`src/rtl/router_arbiter.sv`:
```
// router_arbiter: XY-routing, round-robin switch allocator with wormhole locks for a 3-port crossbar.
// Defining ROUTER_ARB_STATS_EN adds saturating per-output forwarded-flit counters.
module router_arbiter #(
    parameter logic [3:0] ROUTER_X = 4'd0,
    parameter logic [3:0] ROUTER_Y = 4'd0
) (
    input  logic        clk,
    input  logic        rst,
    input  logic        empty_x,
    input  logic        empty_y,
    input  logic        empty_local,
    input  logic [39:0] head_x,
    input  logic [39:0] head_y,
    input  logic [39:0] head_local,
    input  logic        out_ready_x,
    input  logic        out_ready_y,
    input  logic        out_ready_local,
    output logic        rd_en_x,
    output logic        rd_en_y,
    output logic        rd_en_local,
    output logic [1:0]  control_x,
    output logic [1:0]  control_y,
    output logic [1:0]  control_local,
    output logic        lock_x,
    output logic        lock_y,
    output logic        lock_local,
    output logic        err_drop
`ifdef ROUTER_ARB_STATS_EN
    ,
    output logic [15:0] fwd_cnt_x,
    output logic [15:0] fwd_cnt_y,
    output logic [15:0] fwd_cnt_local
`endif
);
    localparam logic [1:0] T_HEAD = 2'b01;
    localparam logic [1:0] T_TAIL = 2'b11;

    // Index 0 = x, 1 = y, 2 = local for both inputs and outputs; select code is index + 1.
    logic [39:0] flit [3];
    logic [1:0]  ftype [3];
    logic [1:0]  route [3];
    logic [2:0]  valid;
    logic [2:0]  is_hs;
    logic [2:0]  ready;

    logic [2:0]  busy_q, busy_d;
    logic [1:0]  owner_q [3];
    logic [1:0]  owner_d [3];
    logic [1:0]  ptr_q [3];
    logic [1:0]  ptr_d [3];

    logic [1:0]  ctrl [3];
    logic [2:0]  pop;
    logic [2:0]  fwd;
    logic [2:0]  held;
    logic        drop;
    logic [1:0]  w;
    logic [1:0]  c;
    logic        granted;

    assign flit[0] = head_x;
    assign flit[1] = head_y;
    assign flit[2] = head_local;
    assign valid   = {~empty_local, ~empty_y, ~empty_x};
    assign ready   = {out_ready_local, out_ready_y, out_ready_x};

    generate
        for (genvar gi = 0; gi < 3; gi++) begin : g_in
            assign ftype[gi] = flit[gi][39:38];
            assign is_hs[gi] = ~flit[gi][39];
            assign route[gi] = (flit[gi][37:34] != ROUTER_X) ? 2'd0 :
                               (flit[gi][33:30] != ROUTER_Y) ? 2'd1 : 2'd2;
        end
    endgenerate

    function automatic logic [1:0] rr_pick(input logic [1:0] p, input int k);
        int s;
        s = (int'(p) + k) % 3;
        return s[1:0];
    endfunction

    always_comb begin
        held = '0;
        for (int o = 0; o < 3; o++) begin
            if (busy_q[o]) held[owner_q[o]] = 1'b1;
        end
    end

    always_comb begin
        busy_d  = busy_q;
        owner_d = owner_q;
        ptr_d   = ptr_q;
        pop     = '0;
        fwd     = '0;
        drop    = 1'b0;
        w       = 2'd0;
        c       = 2'd0;
        granted = 1'b0;
        for (int o = 0; o < 3; o++) ctrl[o] = 2'b00;
        if (!rst) begin
            for (int o = 0; o < 3; o++) begin
                if (busy_q[o]) begin
                    w = owner_q[o];
                    // A new head at a locked owner breaks the protocol; discard it.
                    if (valid[w] && is_hs[w]) begin
                        pop[w] = 1'b1;
                        drop   = 1'b1;
                    end else if (valid[w] && ready[o]) begin
                        ctrl[o] = w + 2'd1;
                        pop[w]  = 1'b1;
                        fwd[o]  = 1'b1;
                        if (ftype[w] == T_TAIL) busy_d[o] = 1'b0;
                    end
                end else if (ready[o]) begin
                    granted = 1'b0;
                    for (int k = 1; k <= 3; k++) begin
                        c = rr_pick(ptr_q[o], k);
                        if (!granted && valid[c] && is_hs[c] && !held[c] && route[c] == 2'(o)) begin
                            granted  = 1'b1;
                            ctrl[o]  = c + 2'd1;
                            pop[c]   = 1'b1;
                            fwd[o]   = 1'b1;
                            ptr_d[o] = c;
                            if (ftype[c] == T_HEAD) begin
                                busy_d[o]  = 1'b1;
                                owner_d[o] = c;
                            end
                        end
                    end
                end
            end
            for (int i = 0; i < 3; i++) begin
                if (valid[i] && !is_hs[i] && !held[i]) begin
                    pop[i] = 1'b1;
                    drop   = 1'b1;
                end
            end
        end
    end

    always_ff @(posedge clk) begin
        if (rst) begin
            busy_q <= '0;
            for (int o = 0; o < 3; o++) begin
                owner_q[o] <= 2'd0;
                ptr_q[o]   <= 2'd2;
            end
        end else begin
            busy_q  <= busy_d;
            owner_q <= owner_d;
            ptr_q   <= ptr_d;
        end
    end

    assign control_x     = ctrl[0];
    assign control_y     = ctrl[1];
    assign control_local = ctrl[2];
    assign rd_en_x       = pop[0];
    assign rd_en_y       = pop[1];
    assign rd_en_local   = pop[2];
    assign lock_x        = busy_q[0] & ~rst;
    assign lock_y        = busy_q[1] & ~rst;
    assign lock_local    = busy_q[2] & ~rst;
    assign err_drop      = drop;

`ifdef ROUTER_ARB_STATS_EN
    logic [15:0] cnt_q [3];
    logic [15:0] cnt_d [3];

    always_comb begin
        for (int o = 0; o < 3; o++) begin
            cnt_d[o] = cnt_q[o];
            if (fwd[o] && cnt_q[o] != 16'hFFFF) cnt_d[o] = cnt_q[o] + 16'd1;
        end
    end

    always_ff @(posedge clk) begin
        for (int o = 0; o < 3; o++) begin
            if (rst) cnt_q[o] <= '0;
            else     cnt_q[o] <= cnt_d[o];
        end
    end

    assign fwd_cnt_x     = cnt_q[0];
    assign fwd_cnt_y     = cnt_q[1];
    assign fwd_cnt_local = cnt_q[2];

    logic unused_bits;
    assign unused_bits = ^{head_x[29:0], head_y[29:0], head_local[29:0]};
`else
    logic unused_bits;
    assign unused_bits = ^{head_x[29:0], head_y[29:0], head_local[29:0], fwd};
`endif
endmodule

```
`config.mk`:
```
export PLATFORM = sky130hd
export DESIGN_NAME = router_arbiter
export DESIGN_NICKNAME = d
export VERILOG_FILES = /design/src/rtl/router_arbiter.sv
export SDC_FILE = /design/constraint.sdc
export NUM_CORES = 1
export LEC_CHECK = 0
export CAP_MARGIN = 20
export CORE_MARGIN = 2
export CORE_UTILIZATION = 48
export DETAILED_ROUTE_END_ITERATION = 6
export HOLD_SLACK_MARGIN = 0.05
export PLACE_DENSITY_LB_ADDON = 0.2
export SYNTH_ARGS = -nofsm -noshare
export SYNTH_HDL_FRONTEND = slang
export SYNTH_SLANG_ARGS = --single-unit
```
`constraint.sdc`:
```
create_clock -name clk -period 4.75 [get_ports clk]
set_input_delay 0.475 -clock clk [delete_from_list [all_inputs] [get_ports clk]]
set_output_delay 0.475 -clock clk [all_outputs]
set_load 0.01 [all_outputs]
```
======== Word level (Yosys, flattened, before mapping) ========
Cells that the tools add are included.
storage, ports and cells
  register bits ........................... 15
  input port bits ......................... 128
  output and inout bits ................... 13
  word-level logic and storage cells ...... 544
operators by class
  add/subtract/negate cells ............... 21
  divide/modulo/power cells ............... 9
  $lt $le $gt $ge ......................... 36
  equal/unequal tests ..................... 18
  mux-type cells .......................... 323
  bitwise gates (word level) .............. 37
  reduce and logical (&&, ||, !) cells .... 93
operators with widths
  cell                   number
  $mod 32x3->32 const B  9
  $mux 2                 96
  $mux 3                 45
  $mux 1                 115
  $bmux 2 s2             21
  $bmux 1 s2             33
  $logic_and 1x1->1      57
  $ge 3x3->1 const B     12
  $lt 2x3->1 const B     12
  $not 2->3              12
  $or 3x3->3             12
  $add 2x1->2 const B    12
  $demux 1 s2            12
  $eq 2x1->1 const B     12
  $ge 2x1->1 const B     12
  $reduce_bool 4->1      6
  $add 2x2->3 const B    6
  $logic_not 1->1        18
  $eq 2x2->1 const B     6
  $not 1->1              10
  $add 2x1->3 const B    3
  $reduce_and 3->1       3
  $reduce_bool 3->1      3
  $logic_not 2->1        3
  3 further kinds        7

======== Logic depth before layout (Yosys ltp) ========
  depth in word-level cells ............... 67
  gate-level depth with buffers ........... 12
  gate-level depth less buffers ........... 9

======== Worst setup path after synthesis ========
Ideal clock, no wire load.
  path type ............................... flip-flop to output port
  start point ............................. register owner_q[4] (netlist name)
  end point ............................... output rd_en_x
  arrival ................................. 2705 ps
  required time ........................... 4275 ps
  setup slack ............................. 1570 ps
  cell stages (with the launch flop) ...... 12
  buffers on the path ..................... 2
  cells stage by stage .................... dfxtp_1 > clkbuf_1 > inv_1 > ha_1 > a222oi_1 > buf_4 > a31oi_1 > o22ai_1 > nand3_2 > or3_1 > a311o_1 > a21oi_1
between the ends
  longest elaborated chain between the ends .. 67
  elaborated cells between the ends (all ways) .. 158
  those cells by class .................... order compare: 2; mux: 94; bitwise: 12; reduce/logical: 50
ends and longest elaborated chain
  what                                                            line          RTL
  start: declaration                                              47            logic [1:0] owner_q [3];
  start signal: assignment                                        150           owner_q <= owner_d;
  $lt 2x3->1 (not written as such) or $ge 2x1->1 (tied branches)  85, 106, 110
  $logic_and 1x1->1 (not written as such)                         85, 106, 110
  $mux 1 (not written as such)                                    85, 106, 110
  $demux 1 s2                                                     85, 106, 110
  $mux 3                                                          85            if (busy_q[o]) held[owner_q[o]] = 1'b1;
  $or 3x3->3 (no source line)                                     n/a
  $mux 3                                                          85
  $or 3x3->3 (no source line)                                     n/a
  (+51 left out)                                                  n/a
  $mux 3                                                          102           if (busy_q[o]) begin
  $mux 3                                                          100           if (!rst) begin
  $or 3x3->3 (no source line)                                     n/a
  $mux 3                                                          118           if (!granted && valid[c] && is_hs[c] && !held[c] && route[c] == 2'(o)) begin
  $mux 3                                                          114           end else if (ready[o]) begin
  $mux 3                                                          102
  $mux 1 *                                                        133           if (valid[i] && !is_hs[i] && !held[i]) begin
  $mux 3 *                                                        100
  end: declaration                                                18            output logic rd_en_x,
Mark *: on every way between the ends. The rest lies on a longest branch, timed or not. The select of a mux whose other input is x is not followed.

======== Worst setup path after layout ========
  start point ............................. register owner_q[5] (netlist name)
  end point ............................... output rd_en_local
between the ends
  longest elaborated chain between the ends .. 67
  elaborated cells between the ends (all ways) .. 158
  those cells by class .................... order compare: 2; mux: 94; bitwise: 12; reduce/logical: 50
ends and longest elaborated chain
  what                                                            line          RTL
  $lt 2x3->1 (not written as such) or $ge 2x1->1 (tied branches)  85, 106, 110
  $logic_and 1x1->1 (not written as such)                         85, 106, 110
  $mux 1 (not written as such)                                    85, 106, 110
  $demux 1 s2                                                     85, 106, 110
  $mux 3                                                          85
  $or 3x3->3 (no source line)                                     n/a
  $mux 3                                                          85
  $or 3x3->3 (no source line)                                     n/a
  (+51 left out)                                                  n/a
  $mux 3                                                          102
  $mux 3                                                          100
  $or 3x3->3 (no source line)                                     n/a
  $mux 3                                                          118
  $mux 3                                                          114
  $mux 3                                                          102
  $mux 1 *                                                        133
  $mux 3 *                                                        100
  end: declaration                                                20            output logic rd_en_local,
Marks and branches as above.

==> metrics.txt <==
# TYPE chip_impl_metric gauge
chip_impl_metric{name="synth_enable_flop_cells",unit=""} 0
chip_impl_metric{name="route.layer.met1.wl",unit="mm"} 4.772
chip_impl_metric{name="number_of_antenna_violations_at_the_first_check_in_global_routing",unit=""} 0
chip_impl_metric{name="cts_buffer_depth",unit=""} 2
chip_impl_metric{name="post-route-drc-count",unit=""} 0
chip_impl_metric{name="worst_path_largest_cell_delay",unit="ns"} 0.60
chip_impl_metric{name="switchingPower",unit="uW"} 296.7
chip_impl_info{name="clk_root_buffer_cell",value="clkbuf_8"} 1
chip_impl_info{name="path_cells",value="inv_1 -> ha_1 -> a22oi_1 -> nand4_1 -> mux2_2 -> or2_1 -> o21a_1 -> a221oi_1 -> o32ai_1 -> clkdlybuf4s50_1"} 1
chip_impl_metric{name="clock_period_minus_final_worst_setup_slack",unit="ns"} 4.387
chip_impl_metric{name="finalHoldViolations",unit=""} 0
chip_impl_metric{name="dr_wl_met3",unit="mm"} 1.163
chip_impl_metric{name="io-pin-count",unit=""} 141
chip_impl_metric{name="insertion_delay",unit="ns"} 0.26
chip_impl_metric{name="setup_tns",unit="ns"} 0
chip_impl_metric{name="multi_input_area",unit="sq um"} 2769
chip_impl_metric{name="internal-power",unit="uW"} 358.7
chip_impl_metric{name="track_usage",unit="%"} 31.36
chip_impl_metric{name="post_synthesis_async_set_or_reset_flop_share",unit="%"} 0
chip_impl_metric{name="cts.hold.buffers_added",unit=""} 0
chip_impl_info{name="topRoutingLayerUsed",value="met4"} 1
chip_impl_info{name="critical_path_source_type",value="register"} 1
chip_impl_metric{name="via_per_instance_ratio",unit=""} 6.986
chip_impl_metric{name="share_of_layout_cells_above_drive_strength_1",unit="%"} 9.919
chip_impl_info{name="synth_area_leader_cell",value="dfxtp_1"} 1
chip_impl_metric{name="timing.reg2reg.setup_slack",unit="ns"} 1.47
chip_impl_metric{name="initial_utilization",unit="%"} 48.94
chip_impl_metric{name="syn-num-nets",unit=""} 607
chip_impl_metric{name="dieArea",unit="sq um"} 7528
chip_impl_metric{name="clkSlewWorstSetupHoldPaths",unit="ns"} 0.08
chip_impl_metric{name="postCtsResizedCells",unit=""} 0
chip_impl_metric{name="nFillCells",unit=""} 649
chip_impl_info{name="dominantRegCellSynth",value="dfxtp_1"} 1
chip_impl_metric{name="layout.nets",unit=""} 644
chip_impl_info{name="cts_tree",value="yes"} 1
chip_impl_info{name="hold_path.class",value="register to register"} 1
chip_impl_metric{name="grt_remaining_overflow",unit=""} 0
chip_impl_metric{name="timing_max_transition_violations_final",unit=""} 0
chip_impl_metric{name="cts_buffers",unit=""} 3
chip_impl_metric{name="timing.fmax",unit="GHz"} 0.2280
chip_impl_metric{name="wl_met2",unit="mm"} 5.300
chip_impl_metric{name="detailedRoute.firstIterationViolations",unit=""} 449
chip_impl_metric{name="power_frac_comb",unit="%"} 59.6
chip_impl_metric{name="netlist.area_leader.share",unit="%"} 9.132
chip_impl_metric{name="horizontal_extent_of_the_die",unit="um"} 86.77
chip_impl_metric{name="vdd_ir_drop_max",unit="V"} 0.00009167
chip_impl_metric{name="power.share.clock",unit="%"} 17.9
chip_impl_metric{name="synth.lib_cells_used.distinct",unit=""} 79
chip_impl_info{name="commonest_cells_after_routing_fill_and_taps_aside",value="clkdlybuf4s50_1 (50), nor2_1 (33), a21oi_1 (30)"} 1
chip_impl_metric{name="setup_viol_count_final",unit=""} 0
chip_impl_metric{name="yosys_register_bits",unit=""} 15
chip_impl_info{name="cp-end-kind",value="output pin"} 1
chip_impl_info{name="critPathSlowestCell",value="a22oi_1"} 1
chip_impl_metric{name="cellPowerDensity",unit="nW/um^2"} 167.8
chip_impl_metric{name="max_slew.worst_pin.slew",unit="ns"} 0.7994
chip_impl_metric{name="power_frac_seq",unit="%"} 22.5
chip_impl_metric{name="route.final.wire_length",unit="mm"} 11.64
chip_impl_metric{name="rows",unit=""} 30
chip_impl_metric{name="area.growth.synth_to_final",unit="%"} 18.80
chip_impl_metric{name="seqCellArea",unit="sq um"} 300.3
chip_impl_metric{name="post-cts-setup-buffers",unit=""} 0
chip_impl_metric{name="placement.io_buffers",unit=""} 50
chip_impl_metric{name="maxCapViolCount",unit=""} 0
chip_impl_metric{name="synth_area",unit="sq um"} 3288
chip_impl_metric{name="chipHeight",unit="um"} 86.77
chip_impl_metric{name="critical_path_data_required_time",unit="ns"} 4.28
chip_impl_metric{name="clkSinkCount",unit=""} 15
chip_impl_metric{name="first_global_vias",unit=""} 3641
chip_impl_metric{name="syn-mean-instance-area",unit="sq um"} 7.179
chip_impl_metric{name="ys_seq_area_share",unit="%"} 9.132
chip_impl_metric{name="drtAntennaViolNets",unit=""} 0
chip_impl_metric{name="drt_first_pass_iters",unit=""} 5
chip_impl_metric{name="detailed_place_hpwl",unit="mm"} 8.854
chip_impl_metric{name="utilization",unit="%"} 58.14
chip_impl_metric{name="yosysWarningCount",unit=""} 0
chip_impl_metric{name="path_max_fanout",unit=""} 7
chip_impl_metric{name="grt_max_degree",unit=""} 25
chip_impl_metric{name="gp_congestion",unit=""} 0.9647
chip_impl_info{name="status",value="completed"} 1
chip_impl_metric{name="finClkSkew",unit="ns"} 0.005207
chip_impl_metric{name="htree_levels",unit=""} 1
chip_impl_metric{name="worst_ep_arrival_time",unit="ns"} 3.91
chip_impl_info{name="critPathKind",value="register to output pin"} 1
chip_impl_metric{name="grt_first_pass_wirelength",unit="mm"} 18.62
chip_impl_metric{name="inserted_diodes",unit=""} 0
chip_impl_metric{name="core",unit="sq um"} 6719
chip_impl_info{name="rsz_0062_raised_after_global_routing",value="no"} 1
chip_impl_info{name="netlist_top_cells_area",value="dfxtp_1 (9.1%), ha_1 (8.0%), mux2i_1 (5.2%)"} 1
chip_impl_metric{name="final_min_period_over_clock_period",unit="%"} 92.35
chip_impl_metric{name="drt-wirelength-per-cell",unit="um"} 20.27
chip_impl_metric{name="vias",unit=""} 4010
chip_impl_metric{name="p_leak",unit="nW"} 1.400
chip_impl_metric{name="synth_cells",unit=""} 458
chip_impl_info{name="most_common_cell_after_layout_fill_and_taps_aside",value="clkdlybuf4s50_1"} 1
chip_impl_metric{name="power_switching_share",unit="%"} 45.26
chip_impl_metric{name="timing.max_slew.rel_slack",unit="%"} 46.71
[cells in the mapped netlist, types with 9 or more instances]
cell type   n
mux2i_1    17
a21oi_1    30
a31oi_1    11
nand2_1    28
and3_1      9
dfxtp_1    15
o21ai_0    14
o22ai_1    13
nor2_1     33
nand3_1    15
ha_1       21
mux2_2     10
inv_1      22
o32ai_1     9
nand2b_1   18
clkbuf_1   25
nor2b_1    12
[power by group through the flow]
stage                     Clock [mW]  Combinational [mW]  Sequential (mW)
after CTS                      0.119               0.380            0.147
final                          0.117               0.391            0.147
after global routing           0.124               0.420            0.149
after global placement             0               0.375            0.149
after floorplan                    0               0.262            0.143
after detailed placement           0               0.378            0.150
[flip-flops by register name (all words and copies together) (netlist names)]
register and flops:
busy_q 3, ptr_q 6, owner_q 6
[final timing paths]
path                    from     endpoint  cells after the start
hold reg to reg     ptr_q[0]     ptr_q[0]                      2
hold / removal      ptr_q[0]     ptr_q[0]                      2
setup / recovery  owner_q[5]  rd_en_local                     10
setup reg to reg  owner_q[5]   owner_q[2]                     10
[per-layer routing]
layer  up-vias  track usage, %
met1      1853           41.90
met2       240           51.05
met4         0           10.23
li1       1878               -
met5         -               0
met3        39           5.524
[stage by stage]
step | hold WS, ns | area [sq um] | cells | setup WS, ns | power (mW)
after floorplan | 0.4703 | 3288 | 458 | 1.570 | 0.4051
after global placement | 0.4929 | 3861 | 570 | 0.5479 | 0.5240
after detailed placement | 0.5071 | 3861 | 570 | 0.5426 | 0.5283
after CTS | 0.5180 | 3906 | 574 | 0.4593 | 0.6466
after global routing | 0.5586 | 3906 | 574 | 0.1885 | 0.6926
final | 0.5074 | 3906 | 574 | 0.3633 | 0.6554
[kinds of logic after synthesis]
group / Yosys count / synth area share [%]
DFF: 15 / 9.132
AOI/OAI and AO/OA: 168 / 38.24
and+or+nand+nor: 171 / 29.03
adders and majority gates: 22 / 8.333
muxes: 27 / 8.600
buffers and inverters: 55 / 6.659
[cell type report]
class                      instances  share of cell area (%)
tap                               80                   2.562
inverter                          23                   2.210
multi-input combinational        388                   70.88
clock buffer                       4                   1.153
sequential                        15                   7.687
timing repair buffer              64                   15.50
[worst max-delay path, delay by kind of cell (launching register included)]
| family | cells | cell delay, ns |
|---|---|---|
| AOI/OAI and AO/OA | 4 | 1.35 |
| adders and majority gates | 1 | 0.24 |
| buffers and inverters | 2 | 0.67 |
| DFF | 1 | 0.46 |
| muxes | 1 | 0.37 |
| and+or+nand+nor | 2 | 0.57 |
No activity file was read; power rests on OpenSTA's default activity.
